$ cat src/rtl/sprite_rom_arbiter.sv
// Four-requester sprite ROM arbiter: round-robin or fixed-priority grant,
// registered ROM strobe/address, and a one-hot tag pipeline that routes read data back to its owner.
module sprite_rom_arbiter #(
    parameter int unsigned ADDR_W  = 16,
    parameter int unsigned DATA_W  = 12,
    parameter int unsigned ROM_LAT = 2
) (
    input  logic                  clk,
    input  logic                  rst,
    input  logic [3:0]            req,
    input  logic [4*ADDR_W-1:0]   addr,
    input  logic                  prio_en,
    output logic [3:0]            gnt,
    output logic                  rom_en,
    output logic [ADDR_W-1:0]     rom_addr,
    input  logic [DATA_W-1:0]     rom_data,
    output logic [DATA_W-1:0]     rdata,
    output logic [3:0]            rvalid
);

    localparam int unsigned N_REQ = 4;
    localparam int unsigned IDX_W = 2;

    logic [IDX_W-1:0]           ptr;
    logic [IDX_W-1:0]           win_idx;
    logic [IDX_W-1:0]           cand;
    logic                       win_any;
    logic [ROM_LAT:0][N_REQ-1:0] tag_pipe;

    // Winner selection; loops run from lowest to highest priority so the last hit wins.
    always_comb begin
        win_any = 1'b0;
        win_idx = '0;
        cand    = '0;
        gnt     = '0;
        if (prio_en) begin
            for (int i = N_REQ - 1; i >= 0; i--) begin
                if (req[i]) begin
                    win_any = 1'b1;
                    win_idx = IDX_W'(i);
                end
            end
        end else begin
            // k = 4 wraps back to ptr itself, the last position in the search order
            for (int k = N_REQ; k >= 1; k--) begin
                cand = ptr + IDX_W'(k);
                if (req[cand]) begin
                    win_any = 1'b1;
                    win_idx = cand;
                end
            end
        end
        if (win_any) begin
            gnt[win_idx] = 1'b1;
        end
    end

    // Every edge with a nonzero grant is a transfer.
    always_ff @(posedge clk or negedge rst) begin
        if (!rst) begin
            ptr      <= IDX_W'(3);
            rom_en   <= 1'b0;
            rom_addr <= '0;
            tag_pipe <= '0;
            rdata    <= '0;
            rvalid   <= '0;
        end else begin
            rom_en   <= win_any;
            if (win_any) begin
                ptr      <= win_idx;
                rom_addr <= addr[win_idx*ADDR_W +: ADDR_W];
            end
            tag_pipe <= {tag_pipe[ROM_LAT-1:0], gnt};
            rvalid   <= tag_pipe[ROM_LAT];
            if (|tag_pipe[ROM_LAT]) begin
                rdata <= rom_data;
            end
        end
    end

endmodule
$ cat config.mk
export PLATFORM = sky130hd
export DESIGN_NAME = sprite_rom_arbiter
export DESIGN_NICKNAME = d
export VERILOG_FILES = /design/src/rtl/sprite_rom_arbiter.sv
export SDC_FILE = /design/constraint.sdc
export NUM_CORES = 1
export LEC_CHECK = 0
export CELL_PAD_IN_SITES_DETAIL_PLACEMENT = 0
export CELL_PAD_IN_SITES_GLOBAL_PLACEMENT = 1
export CORE_ASPECT_RATIO = 1.25
export CORE_UTILIZATION = 30
export DETAILED_ROUTE_END_ITERATION = 12
export GPL_TIMING_DRIVEN = 1
export PLACE_DENSITY = 0.95
export RECOVER_POWER = 50
export SLEW_MARGIN = 20
export SYNTH_ARGS = -nofsm -noshare
export SYNTH_HDL_FRONTEND = slang
export SYNTH_SLANG_ARGS = --single-unit
$ cat constraint.sdc
create_clock -name clk -period 2.95 [get_ports clk]
set_clock_uncertainty 0.05 [all_clocks]
set_input_delay 0.59 -clock clk [delete_from_list [all_inputs] [get_ports clk]]
set_output_delay 0.59 -clock clk [all_outputs]
set_load 0.02 [all_outputs]
==> qor.txt <==
VDD IR max = 0.302 mV
Adder-cell share of the synthesized area = 0%
CTS clk-pin slew, worst paths = 0.09 ns
Max frequency = 343 MHz
Syn Inst Count = 194
DRC Markers = 0
Non-Filler Instances = 413
RSZ-0062 raised after global routing = true
Final Util = 51.6%
Tightest Hold Check Type = flop to flop
Via-to-Cell Ratio = 4.80
Post-DP HPWL = 4.72 mm
Inst Count DP = 405
Mux share of post-synthesis cell area = 6.80%
Yosys cell types = 28
Post-synthesis sequential area ratio = 55.2%
Min Hold Slack = 0.307 ns
Compound-gate portion of the synthesized area = 16.4%
I/O Buffers = 119
Io pins = 120
Largest family of logic cells by synthesized area = simple AND/OR/NAND/NOR gates
Initial Util = 30.8%
Total chip power = 1.97 mW
# rows = 34
Initial antenna violation count = 0
Worst skew pair latency = 0.30 ns
Min Tclk post-route = 2.92 ns
Largest net degree at the start of global routing = 48
Rel. slew slack = 22.1%
Status = finished, final reports clean
Power Density = 551 nW/µm²
Critical path class = input port to output pin
Internal reg-to-reg setup slack = 0.64 ns
Lkg Pwr = 1.44 nW
Clock root cell = clkbuf_8
CTS tree = yes
Worst endpoint required time = 2.31 ns
Yosys warning total = 0
Setup TNS = 0 ns
Clk sinks = 47
Commonest cells after routing, fill and taps aside = clkdlybuf4s50_1, dfrtp_1, nand2_1
DIE HEIGHT = 96.3 µm
Hold Buf Count CTS = 0
Layout cells sized above 1 = 15.2%
Xor/xnor share of the synthesized area = 0%
Area fraction in and, or, nand and nor cells after synthesis = 17.5%
Slew Viols, Final = 0
Nets = 405
WL per Instance = 15.5 µm
Global-route wire length before repair = 9.63 mm
1st-pass router iterations = 7
DR vias = 1,982
Worst-path fanout max = 4
Post-Syn Nets = 277
TritonCTS Buffers = 5
GRT overflow = 0
FF+latch count, synth = 47
Antenna Nets Post-Route = 0
Max Cap Violations = 0
Worst setup EP type = output pin
Setup Buffers After CTS = 0
Die area = 7460 µm²
H-tree lvl count = 2
Hold Vio Cnt, Final = 0
Worst flop-to-flop path endpoint = rom_addr[6]$_DFFE_PN0P_
Setup Viol. Count Final = 0
Cell Area, Synth = 2140 µm²
Critical path launch point type = input port
Final WL = 6.40 mm
Hold Path Stages = 0
Commonest non-fill, non-tap cell in the layout = clkdlybuf4s50_1
P&R area growth vs syn = 67.4%
Arrival time worst endpoint = 2.28 ns
Core area = 6930 µm²
Hold Path Origin = tag_pipe[3]$_DFF_PN0_
Die width = 77.5 µm
Fillers = 625
CTS max path bufs = 2
Reg2reg path depth = 5
Critical R2R Launch = ptr[0]$_DFFE_PN1P_
Hold EP = tag_pipe[7]$_DFF_PN0_
DR iter-0 viols = 53
N_diodes = 0
RePlAce Congestion = 0.852
Gr usage total = 17.0%
Avg Inst Size Synth = 11.0 µm²
Final period util = 98.9%
Vias in the first global route = 1,974
Slew @ Worst Pin = 1.17 ns
## layer usage
| metal | vias to the layer above | wire length (µm) | global-route usage (%) |
|---|---|---|---|
| met3 | 11 | 364 | 4.17 |
| met2 | 77 | 3460 | 32.2 |
| met1 | 936 | 2420 | 18.0 |
| met5 | - | 0 | 0 |
| met4 | 0 | 149 | 6.60 |
| li1 | 958 | - | - |
## logic make-up after synthesis
logic type | count (synthesis)
compound gates | 41
simple gates | 77
flops | 47
buf+inv | 16
mux | 13
## critical path, cell delays in order
cell and delay (ns):
clkdlybuf4s50_1 0.45, or4b_4 0.56, o31ai_4 0.10, or2_1 0.19
nor2_1 0.08, clkdlybuf4s15_1 0.31
## registers in the layout (all words and copies together) (netlist names)
register,flops
rom_addr,16
rdata,12
tag_pipe,12
rvalid,4
ptr,2
rom_en,1
## where the power goes
group          internal, mW  leakage [nW]  switching [mW]
sequential            0.763         0.562          0.0588
combinational         0.382         0.827           0.354
clock                 0.191        0.0474           0.222
## cells in the mapped netlist, drive strengths merged
cell,n,area (µm²)
buf,7,55.1
o31ai,1,21.3
clkbuf,7,26.3
nor4,1,6.26
mux2i,1,10.0
nand2,34,128
a211oi,17,128
dfstp,2,52.6
nor2,22,85.1
dfrtp,45,1130
o22ai,1,6.26
or4,1,7.51
a21oi,2,10.0
or2,1,6.26
and2,1,6.26
o21bai,1,7.51
nor3b,16,120
o32ai,1,8.76
a311oi,16,159
o21ai,2,10.0
inv,2,7.51
mux2,12,135
or4b,1,13.8
## how the worst max path moves through the flow
| stage | slack [ns] | cells after the start | from | endpoint |
|---|---|---|---|---|
| after CTS | 0.0005 | 6 | req[2] | gnt[3] |
| after floorplan | 0.37 | 5 | req[2] | gnt[1] |
| after global routing | -0.02 | 6 | req[1] | gnt[2] |
| after global placement | -0.28 | 6 | req[3] | gnt[1] |
| final | 0.03 | 6 | req[2] | gnt[2] |
| after detailed placement | -0.33 | 6 | req[3] | gnt[1] |
## layout make-up
class / instances / area (µm²) / area share (%)
multi-input cells: 131 / 886 / 24.8
clock inverters: 2 / 16.3 / 0.455
clock buffers: 6 / 82.6 / 2.31
flip-flops and latches: 47 / 1180 / 33.0
inverters: 2 / 7.51 / 0.210
repair buffers: 135 / 1290 / 36.1
well taps: 90 / 113 / 3.15
## repair_timing
item	4_1_cts	5_1_grt
setup endpoints to repair	4	4
pin swaps	1	0
gates resized for setup	8	4
## per-stage QoR
step | cell area [µm²] | setup slack (ns)
3_5_place_dp | 3490 | -0.332
3_3_place_gp | 3490 | -0.283
5_1_grt | 3570 | -0.0221
2_1_floorplan | 2140 | 0.369
4_1_cts | 3590 | 0.000523
6_report | 3570 | 0.0335
Note: power is estimated with default switching activity, not from simulation.
